File: config.mk
export PLATFORM = sky130hd
export DESIGN_NAME = wca_duc_channel_scheduler
export DESIGN_NICKNAME = d
export VERILOG_FILES = /design/src/rtl/wca_duc_pkg.sv /design/src/rtl/wca_rr_arbiter.sv /design/src/rtl/wca_duc_channel_scheduler.sv
export SDC_FILE = /design/constraint.sdc
export NUM_CORES = 1
export LEC_CHECK = 0
export CAP_MARGIN = 20
export CORE_MARGIN = 8
export CORE_UTILIZATION = 40
export DETAILED_ROUTE_END_ITERATION = 10
export PLACE_DENSITY = 0.68
export SETUP_SLACK_MARGIN = 0.4
export SKIP_CTS_REPAIR_TIMING = 1
export SLEW_MARGIN = 25
export SYNTH_ARGS = -nofsm -noshare
export SYNTH_HDL_FRONTEND = slang
export SYNTH_SLANG_ARGS = --single-unit
File: constraint.sdc
create_clock -name i_clock -period 2.5 [get_ports i_clock]
set_input_delay 0.5 -clock i_clock [delete_from_list [all_inputs] [get_ports i_clock]]
set_output_delay 0.5 -clock i_clock [all_outputs]
set_load 0.01 [all_outputs]
File: src/rtl/wca_duc_pkg.sv
// Shared definitions for the DUC channel scheduler: channel limits, index-width
// helper and the packed-rate slice used by the per-channel dividers.
package wca_duc_pkg;
  localparam int MAX_NCHAN = 4;

  function automatic int idx_w(input int n);
    return (n <= 2) ? 1 : $clog2(n);
  endfunction
endpackage

// Channel ch's rate inside a packed per-channel vector; channel 0 sits in the LSBs.
`define WCA_RATE_OF(v, ch, w) v[(ch)*(w) +: (w)]

File: src/rtl/wca_rr_arbiter.sv
// Combinational round-robin pick: the first requesting channel at or after i_ptr,
// wrapping modulo NCHAN.
module wca_rr_arbiter #(
  parameter int NCHAN = 2,
  parameter int IDX_W = 2
) (
  input  logic [NCHAN-1:0] i_req,
  input  logic [IDX_W-1:0] i_ptr,
  output logic             o_any,
  output logic [IDX_W-1:0] o_idx
);
  // Walk the offsets from farthest to nearest so the nearest requester wins.
  always_comb begin
    o_any = 1'b0;
    o_idx = '0;
    for (int k = NCHAN - 1; k >= 0; k--) begin
      if (i_req[(int'(i_ptr) + k) % NCHAN]) begin
        o_any = 1'b1;
        o_idx = IDX_W'((int'(i_ptr) + k) % NCHAN);
      end
    end
  end
endmodule

File: src/rtl/wca_duc_channel_scheduler.sv
// Shares one DUC interpolation datapath among NCHAN channels: per-channel strobe
// dividers raise requests, a round-robin arbiter grants one slot per clock.
module wca_duc_channel_scheduler
  import wca_duc_pkg::*;
#(
  parameter int NCHAN  = 2,
  parameter int RATE_W = 10,
  parameter int IDX_W  = 2
) (
  input  logic                    i_clock,
  input  logic                    i_reset,
  input  logic                    i_enable,
  input  logic                    i_strobe_if,
  input  logic [NCHAN*RATE_W-1:0] i_rate_interp,
  input  logic [NCHAN-1:0]        i_rate_we,
  input  logic [NCHAN-1:0]        i_chan_enable,
  input  logic                    i_busy,
  input  logic [NCHAN-1:0]        i_overrun_clr,
  output logic                    o_grant_valid,
  output logic [IDX_W-1:0]        o_grant_chan,
  output logic [NCHAN-1:0]        o_strobe_cic,
  output logic [NCHAN-1:0]        o_pending,
  output logic [NCHAN-1:0]        o_overrun
);
  if (NCHAN < 2 || NCHAN > MAX_NCHAN) begin : g_bad_nchan
    $error("wca_duc_channel_scheduler: NCHAN out of range");
  end
  if (IDX_W < idx_w(NCHAN)) begin : g_bad_idx_w
    $error("wca_duc_channel_scheduler: IDX_W too narrow for NCHAN");
  end

  logic [NCHAN-1:0] w_req;
  logic [NCHAN-1:0] w_arb_req;
  logic [NCHAN-1:0] w_hit;
  logic [NCHAN-1:0] w_ovr_set;
  logic             w_arb_any;
  logic [IDX_W-1:0] w_arb_idx;
  logic             w_go;
  logic [IDX_W-1:0] w_rr_next;

  logic             r_grant_valid;
  logic [IDX_W-1:0] r_grant_chan;
  logic [NCHAN-1:0] r_strobe_cic;
  logic [NCHAN-1:0] r_pending;
  logic [NCHAN-1:0] r_overrun;
  logic [IDX_W-1:0] r_rr_ptr;

  // Per-channel IF-strobe dividers; rate 0 behaves as rate 1.
  for (genvar g = 0; g < NCHAN; g++) begin : g_div
    logic [RATE_W-1:0] r_cnt;
    logic [RATE_W-1:0] w_rate;
    logic [RATE_W-1:0] w_eff;
    logic              w_term;

    assign w_rate   = `WCA_RATE_OF(i_rate_interp, g, RATE_W);
    assign w_eff    = (w_rate == '0) ? RATE_W'(1) : w_rate;
    assign w_term   = (r_cnt >= w_eff);
    assign w_req[g] = i_enable & i_chan_enable[g] & ~i_rate_we[g] & i_strobe_if & w_term;

    always_ff @(posedge i_clock) begin
      if (i_reset || !i_enable || !i_chan_enable[g] || i_rate_we[g])
        r_cnt <= RATE_W'(1);
      else if (i_strobe_if)
        r_cnt <= w_term ? RATE_W'(1) : r_cnt + 1'b1;
    end
  end

  assign w_arb_req = r_pending & i_chan_enable;

  wca_rr_arbiter #(
    .NCHAN (NCHAN),
    .IDX_W (IDX_W)
  ) u_arb (
    .i_req (w_arb_req),
    .i_ptr (r_rr_ptr),
    .o_any (w_arb_any),
    .o_idx (w_arb_idx)
  );

  assign w_go      = i_enable & ~i_busy & w_arb_any;
  assign w_hit     = w_go ? (NCHAN'(1) << w_arb_idx) : '0;
  assign w_rr_next = IDX_W'((int'(w_arb_idx) + 1) % NCHAN);
  // A grant in the same cycle absorbs a fresh request without loss.
  assign w_ovr_set = w_req & r_pending & ~w_hit;

  always_ff @(posedge i_clock) begin
    if (i_reset) begin
      r_grant_valid <= 1'b0;
      r_grant_chan  <= '0;
      r_strobe_cic  <= '0;
      r_pending     <= '0;
      r_overrun     <= '0;
      r_rr_ptr      <= '0;
    end else if (!i_enable) begin
      r_grant_valid <= 1'b0;
      r_strobe_cic  <= '0;
      r_pending     <= '0;
      r_rr_ptr      <= '0;
      r_overrun     <= r_overrun & ~i_overrun_clr;
    end else begin
      r_grant_valid <= w_go;
      r_strobe_cic  <= w_hit;
      if (w_go) begin
        r_grant_chan <= w_arb_idx;
        r_rr_ptr     <= w_rr_next;
      end
      r_pending <= ((r_pending & ~w_hit) | w_req) & i_chan_enable & ~i_rate_we;
      r_overrun <= (r_overrun & ~i_overrun_clr) | w_ovr_set;
    end
  end

  assign o_grant_valid = r_grant_valid;
  assign o_grant_chan  = r_grant_chan;
  assign o_strobe_cic  = r_strobe_cic;
  assign o_pending     = r_pending;
  assign o_overrun     = r_overrun;
endmodule

# After elaboration in Yosys (flattened, before gate mapping)

Cells that the tools add are included.

$add $sub $neg: 4
Magnitude comparators: 4
Shifts and indexed selects: 1
Multiplexer cells: 15
Bitwise operators: 27
Reductions and logical operators: 12

Operators by type and width:

| cell                                                                          | number |
|---|---|
| 10-bit 2-to-1 mux                                                             | 4 |
| 10-bit by 1-bit adder with 10-bit output (second input constant)              | 2 |
| 10-bit >= comparator                                                          | 2 |
| 10-bit zero test                                                              | 2 |
| 2-bit bitwise AND                                                             | 7 |
| 1-bit bitwise AND                                                             | 10 |
| 2-bit 2-to-1 mux                                                              | 4 |
| 1-bit 2-to-1 mux                                                              | 7 |
| 2-bit NOT                                                                     | 3 |
| 1-bit logical OR                                                              | 5 |
| 1-bit NOT                                                                     | 4 |
| 2-bit bitwise OR                                                              | 2 |
| 1-bit zero test                                                               | 3 |
| 2-bit by 3-bit less-than comparator with 1-bit output (second input constant) | 1 |
| 1-bit adder (second input constant)                                           | 2 |
| 1-bit by 2-bit less-than comparator with 1-bit output (second input constant) | 1 |
| 2-bit AND reduction                                                           | 1 |
| 2-bit OR reduction                                                            | 1 |
| 1-bit by 2-bit left shift with 2-bit output (first input constant)            | 1 |
| 1-bit bitwise AND (first input constant)                                      | 1 |

Bits in registers: 30
Input bits: 31
Output and inout bits: 9
Word-level logic and storage cells: 71

# Logic depth before layout (Yosys ltp)

Gate-level depths: netlist of run 1.

Depth in word-level cells: 14
Mapped depth: 8
Mapped depth without buffers: 8

# Modules after synthesis

A second synthesis of run 1 with hierarchy kept.

Cell total of the unflattened synthesis: 233
Area total of the unflattened synthesis: 1965.6 um^2

By module, submodules not included:

| module                    | times used | cells an instance | area an instance (um^2) | seq. area each (um^2) |
|---|---|---|---|---|
| wca_duc_channel_scheduler | 1          | 228               | 1936.9                  | 600.6 |
| wca_rr_arbiter            | 1          | 5                 | 28.8                    | 0.0 |

# Worst setup path before layout of run 1

Ideal clock, no wire load.

Path kind: input -> register
Start: in i_rate_interp[15]
End: reg g_div[1].r_cnt[3]
Library setup time: 0.066 ns
Arrival time: 2.273 ns
Required time: 2.434 ns
Setup slack: 0.161 ns
Stages: 8
Path buffers: 0
Cells stage by stage: nor4_1 a41o_1 ha_1 nand2b_1 a211o_1 a311oi_4 o21ai_1 nor2_1

Word-level cells in the longest chain between the ends: 4

RTL lines:

| item                   | line                            | source |
|---|---|---|
| start, declared        | wca_duc_channel_scheduler.sv:14 | `input logic [NCHAN*RATE_W-1:0] i_rate_interp,` |
| 10-bit zero test       | wca_duc_channel_scheduler.sv:56 | `assign w_eff = (w_rate == '0) ? RATE_W'(1) : w_rate;` |
| 10-bit 2-to-1 mux *    | wca_duc_channel_scheduler.sv:56 |  |
| 10-bit >= comparator * | wca_duc_channel_scheduler.sv:57 | `assign w_term = (r_cnt >= w_eff);` |
| 10-bit 2-to-1 mux *    | wca_duc_channel_scheduler.sv:64 | `r_cnt <= w_term ? RATE_W'(1) : r_cnt + 1'b1;` |
| end signal, assigned   | wca_duc_channel_scheduler.sv:64 |  |
| end, declared          | wca_duc_channel_scheduler.sv:50 | `logic [RATE_W-1:0] r_cnt;` |

Mark *: on every way between the ends. The rest lies on a longest branch, timed or not.
A chain may end at the register's enable or synchronous reset.

# Worst setup path in the final report of run 1

Start: in i_rate_interp[19]
End: reg g_div[1].r_cnt[2]

Same word-level chain as after synthesis.

==> flow_summary_export.csv, run 1 <==
group,metric,value,unit
timing,setup_violations,0,
layout,final_nets,330,
die,dieHeight,83.3,um
timing,min_period,2220,ps
grt,grt_pass1_wl,7040,um
power,p_int,759,uW
route,wl_per_cell,13.1,um
setup_path,crit_path_max_incr_delay,320,ps
timing,fin_tns_setup,0,ps
timing,rsz0062_at_grt,"yes",
clock_network,insertion_delay,270,ps
job,maxCapViolations,0,
power,clockPowerShare,38.7,%
setup_path,worst_r2r_startpoint,"g_div[1].r_cnt[3]",
clock_network,cts_root_buf,"clkbuf_8",
timing,period_share,88.7,%
timing,holdWs,457,ps
grt,antenna_found_initial,0,
die,rows,24,
clock_network,cts_tree,"done",
layout,syn_to_final_growth,44.3,%
yosys,seq_area_frac_synth,32.1,%
yosys,synth_most_common_cell,"dfxtp_1",
setup_path,worst_r2r_endpoint,"g_div[1].r_cnt[2]",
yosys,syn-num-nets,269,
yosys,yosys_warnings,0,
setup_path,crit_type,"input pin to flip-flop",
route,routed_wl,4300,um
setup_path,path_cells,"buf_6, nor4_4, a41o_1, ha_1, nand2b_4, a211o_1, a311oi_4, buf_6, nand4b_1, a31oi_1",
route,first_iter_violations,62,
placed_design,post-place-ws,-428,ps
layout,multi_input_area,1220,sq um
route,drc,0,
yosys,synth-seq-cells,29,
worst_hold_path,holdCritStartpoint,"o_grant_chan[0]",
route,routedLengthMet1,1900,um
worst_hold_path,hold_path_end,"o_grant_chan[0]",
yosys,syn_area,1810,sq um
setup_path,critPathArrivalTime,2420,ps
power,seqPwrFrac,47.6,%
setup_path,cp.required,2700,ps
yosys,yosys-top-cells-count,"29 x dfxtp_1, 23 x inv_1, 23 x nor2_1",
clock_network,clock_sinks,29,
timing,hold_viol_final,0,
worst_hold_path,min_path_cells,2,
power,power.density,374,nW/um^2
setup_path,worst_path_max_delay_cell,"a211o_1",
timing,finalMaxSlewViolations,0,
yosys,synthDistinctLibCells,40,
layout,antennaDiodeCount,0,
timing,clock_skew,4.32,ps
yosys,synth-edff-count,0,
placed_design,hpwl,3360,um
yosys,ys.flop_type,"dfxtp_1",
grt,grt_use_total,11.9,%
timing,worstMarginPinSlew,535,ps
setup_path,end_kind,"flip-flop",
route,first_pass_iters,4,
route,wl_met2,2130,um
die,dieArea,6930,sq um
clock_network,clockBufferDepth,2,
setup_path,reg2reg_slack,520,ps
yosys,synthCells,216,
power,p_sw,218,uW
setup_path,startpoint_type,"input pin",
grt,overflow,0,
layout,fill_cells,399,
yosys,yosysTopAreaCell,"dfxtp_1",
yosys,synth.area.top_cells,"dfxtp_1 32%, ha_1 15%, xor2_1 5.8%",
route,wl_met3,213,um
die,die_width,83.3,um
clock_network,htree_levels,2,
die,pin_count,40,
yosys,synthArstFlopShare,0,%
route,top_layer_used,"met4",
setup_path,path_max_fanout,4,
power,vdd_drop_max,0.211,mV
power,swShare,22.3,%
route,drtAntennaViolNets,0,
clock_network,cts_made_buffers,5,
worst_hold_path,hold_path_class,"flip-flop to flip-flop",
placed_design,port_buffers,38,
power,p_comb_share,13.7,%
yosys,synth_top_area_share,32.1,%
die,start_util,41.6,%
timing,fin_ws,284,ps
run_status,outcome,"completed",
layout,register_area,581,sq um
grt,grt_max_degree,9,
setup_path,cpMostUsedCell,"buf_6",
grt,grt_pass1_vias,1607,
layout,drive_gt1_share,18.4,%
clock_network,clk_pin_slew,60,ps
timing,fmax,451,MHz
route,vias,1695,
timing,max-slew-margin-rel,64.3,%
route,avgViaCountPerCell,5.15,
yosys,synth.avg_cell_area,8.38,sq um
die,core,4350,sq um
power,p_total,977,uW
placed_design,place.gp.congestion,0.776,
setup_path,ff2ff_path_depth,7,
power,leakage,0.00124,uW
final cells by class:
cell class,instances,share of cell area (%)
multi-input combinational,160,46.9
sequential,29,22.2
timing repair buffer,57,21.6
inverter,24,3.45
clock buffer,7,3.31
tap,52,2.49
stage by stage:
| stage | std cells | cell area [sq um] | utilization (%) |
|---|---|---|---|
| after floorplan | 216 | 1830 | - |
| after global placement | 320 | 2390 | 54.9 |
| after detailed placement | 320 | 2390 | 54.9 |
| after CTS | 327 | 2480 | 56.9 |
| after global routing | 329 | 2610 | 60.0 |
| final | 329 | 2610 | 60.0 |
how the worst max path moves through the flow:
stage / from / endpoint / slack, ps / cells after the start
after floorplan: i_rate_interp[15] / g_div[1].r_cnt[0] / 230 / 8
after global placement: i_rate_interp[15] / g_div[1].r_cnt[4] / -330 / 10
after detailed placement: i_rate_interp[15] / g_div[1].r_cnt[3] / -430 / 10
after CTS: i_rate_interp[15] / g_div[1].r_cnt[4] / -140 / 10
after global routing: i_rate_interp[19] / g_div[1].r_cnt[8] / 210 / 10
final: i_rate_interp[19] / g_div[1].r_cnt[2] / 280 / 10
cell usage in the layout, fill, tap and decap left out, drive strengths merged, types with 7 or more instances in the layout:
cell type / n
a21oi: 12
o21ai: 7
nor2: 23
buf: 23
nand4: 8
clkdlybuf4s50: 18
ha: 22
inv: 24
nand2: 18
and3: 7
xor2: 12
dfxtp: 29
dlymetal6s2s: 14
clkbuf: 9
cells by family after synthesis:
logic type / count (synthesis) / share of synthesized area [%]
other: 1 / 0.207
buffers and inverters: 27 / 5.81
XOR/XNOR: 14 / 6.78
AND/OR/NAND/NOR: 87 / 24.7
adder cells (fa/ha/maj): 22 / 15.2
AO/OA/AOI/OAI: 36 / 15.2
flip-flops: 29 / 32.1
sequential cells by signal (all words and copies together) (netlist names):
register / count
o_pending: 2
o_grant_valid: 1
r_rr_ptr: 1
o_strobe_cic: 2
g_div.r_cnt: 20
o_overrun: 2
o_grant_chan: 1
critical path, delay by kind of cell:
family | cells | cell delay, ps
AOI/OAI and AO/OA | 4 | 950
adders and majority gates | 1 | 230
and+or+nand+nor | 3 | 470
buffers and inverters | 2 | 270
metal layers:
layer	global-route usage [%]	vias up
met4	6.07	0
met1	14.3	773
met3	2.93	5
li1	-	876
met5	0	-
met2	19.0	41
power groups by stage:
stage	combinational, uW	clock, uW	sequential [uW]
after global routing	147	408	465
after global placement	126	0	475
after CTS	128	391	465
after detailed placement	128	0	475
final	134	378	465
after floorplan	45.5	0	474
No activity file was read; power rests on OpenSTA's default activity.
==> inputs of run 2 (changes only) <==
Settings changed: CAP_MARGIN 20 to unset, PLACE_DENSITY 0.68 to 0.64.
==> flow_summary_export.csv, run 2 (synthesis results as in run 1) <==
group,metric,value,unit
run_status,outcome,"completed",
layout,syn_to_final_growth,44.6,%
setup_path,crit_type,"input pin to flip-flop",
power,power.density,419,nW/um^2
layout,top_register,"g_div.r_cnt",
die,core,4350,sq um
clock_network,htree_levels,2,
grt,antenna_found_initial,0,
route,top_layer_used,"met4",
grt,grt_pass1_vias,1710,
setup_path,critPathArrivalTime,2350,ps
route,wl_met3,151,um
timing,holdWs,454,ps
timing,period_share,86.0,%
job,maxCapViolations,0,
die,dieArea,6930,sq um
layout,drive_gt1_share,17.8,%
clock_network,clockBufferDepth,2,
clock_network,cts_made_buffers,5,
timing,max-slew-margin-rel,66.0,%
timing,setup_violations,0,
timing,clock_skew,8.38,ps
die,die_width,83.3,um
grt,overflow,0,
clock_network,clk_pin_slew,70,ps
layout,final_util,60.1,%
layout,final_cell_mix,"29 x dfxtp_1, 23 x nor2_1, 22 x ha_1, 21 x inv_1",
setup_path,worst_path_max_delay_cell,"a211o_1",
layout,final_nets,328,
route,first_pass_iters,4,
route,first_iter_violations,47,
die,pin_count,40,
die,rows,24,
layout,largest_reg_flops,20,
power,vdd_drop_max,0.268,mV
route,vias,1678,
placed_design,post-place-ws,-320,ps
timing,fmax,465,MHz
clock_network,cts_tree,"done",
grt,grt_pass1_wl,7380,um
worst_hold_path,hold_path_class,"flip-flop to flip-flop",
setup_path,end_kind,"flip-flop",
route,drtAntennaViolNets,0,
route,wl_per_cell,13.1,um
placed_design,port_buffers,38,
clock_network,cts_root_buf,"clkbuf_8",
clock_network,insertion_delay,280,ps
setup_path,path_cells,"buf_8, nor4_4, a41o_1, ha_1, nand2b_4, a211o_1, a311oi_4, buf_6, nand4b_1, a31oi_1",
timing,min_period,2150,ps
clock_network,clock_sinks,29,
setup_path,startpoint_type,"input pin",
placed_design,place.gp.congestion,0.790,
grt,grt_use_total,12.4,%
placed_design,hpwl,3450,um
layout,antennaDiodeCount,0,
route,routedLengthMet1,1950,um
setup_path,crit_path_max_incr_delay,320,ps
timing,fin_ws,350,ps
timing,hold_viol_final,0,
route,drc,0,
route,wl_met2,2110,um
route,routed_wl,4290,um
layout,layout_commonest_cell,"dfxtp_1",
setup_path,cp.required,2700,ps
setup_path,path_max_fanout,6,
layout,fill_cells,387,
timing,rsz0062_at_grt,"yes",
power,leakage,0.00124,uW
grt,grt_max_degree,11,
timing,worstMarginPinSlew,508,ps
timing,finalMaxSlewViolations,0,
die,start_util,41.6,%
die,dieHeight,83.3,um
timing,fin_tns_setup,0,ps
route,avgViaCountPerCell,5.12,
==> run 2: changes by cell type in the layout (fill, tap and decap cells not counted), moves of 2 or more <==
| cell | before | now |
|---|---|---|
| buf_4 | 16 | 14 |
| buf_6 | 7 | 5 |
| nor2_1 | 21 | 23 |
| nor2_2 | 2 | 0 |
==> run 2: area by class of cell <==
type / instances / area, sq um / share of cell area (%)
well taps: 52 / 65.1 / 2.49
flip-flops and latches: 29 / 581 / 22.2
multi-input cells: 160 / 1210 / 46.4
repair buffers: 55 / 547 / 20.9
clock inverters: 2 / 37.5 / 1.43
clock buffers: 6 / 82.6 / 3.16
inverters: 24 / 90.1 / 3.44
==> run 2: report_power, final <==
| group | total (uW) | internal (uW) | leakage [uW] | switching (uW) |
|---|---|---|---|---|
| registers | 465 | 463 | 0.000234 | 1.52 |
| clock network | 503 | 324 | 0.0000574 | 179 |
| logic | 128 | 73.3 | 0.000953 | 54.5 |
| total | 1100 | 860 | 0.00124 | 235 |
==> run 2: path summary, 6_finish.rpt <==
check / startpoint / endpoint / slack (ps) / cells past startpoint
hold / removal: o_grant_chan[0] / o_grant_chan[0] / 450 / 2
setup reg to reg: g_div[0].r_cnt[0] / o_overrun[0] / 570 / 7
hold reg to reg: o_grant_chan[0] / o_grant_chan[0] / 450 / 2
setup / recovery: i_rate_interp[19] / g_div[1].r_cnt[2] / 350 / 10
==> run 2: metrics by stage <==
step                      power, uW  cell area [sq um]  cells
after floorplan                 520               1830    216
after global placement          598               2370    317
after detailed placement        599               2370    317
after CTS                      1110               2490    325
after global routing           1140               2620    328
final                          1100               2620    328
==> run 2: critical path, delay by kind of cell <==
kind / cells / cell delay (ps)
compound gates: 4 / 910
fa+ha+maj: 1 / 220
simple gates: 3 / 450
buf+inv: 2 / 270
==> run 2: metal layers <==
metal | GRT usage [%] | up-vias
li1 | - | 874
met1 | 13.8 | 768
met2 | 21.5 | 29
met3 | 2.54 | 7
met4 | 6.23 | 0
met5 | 0 | -
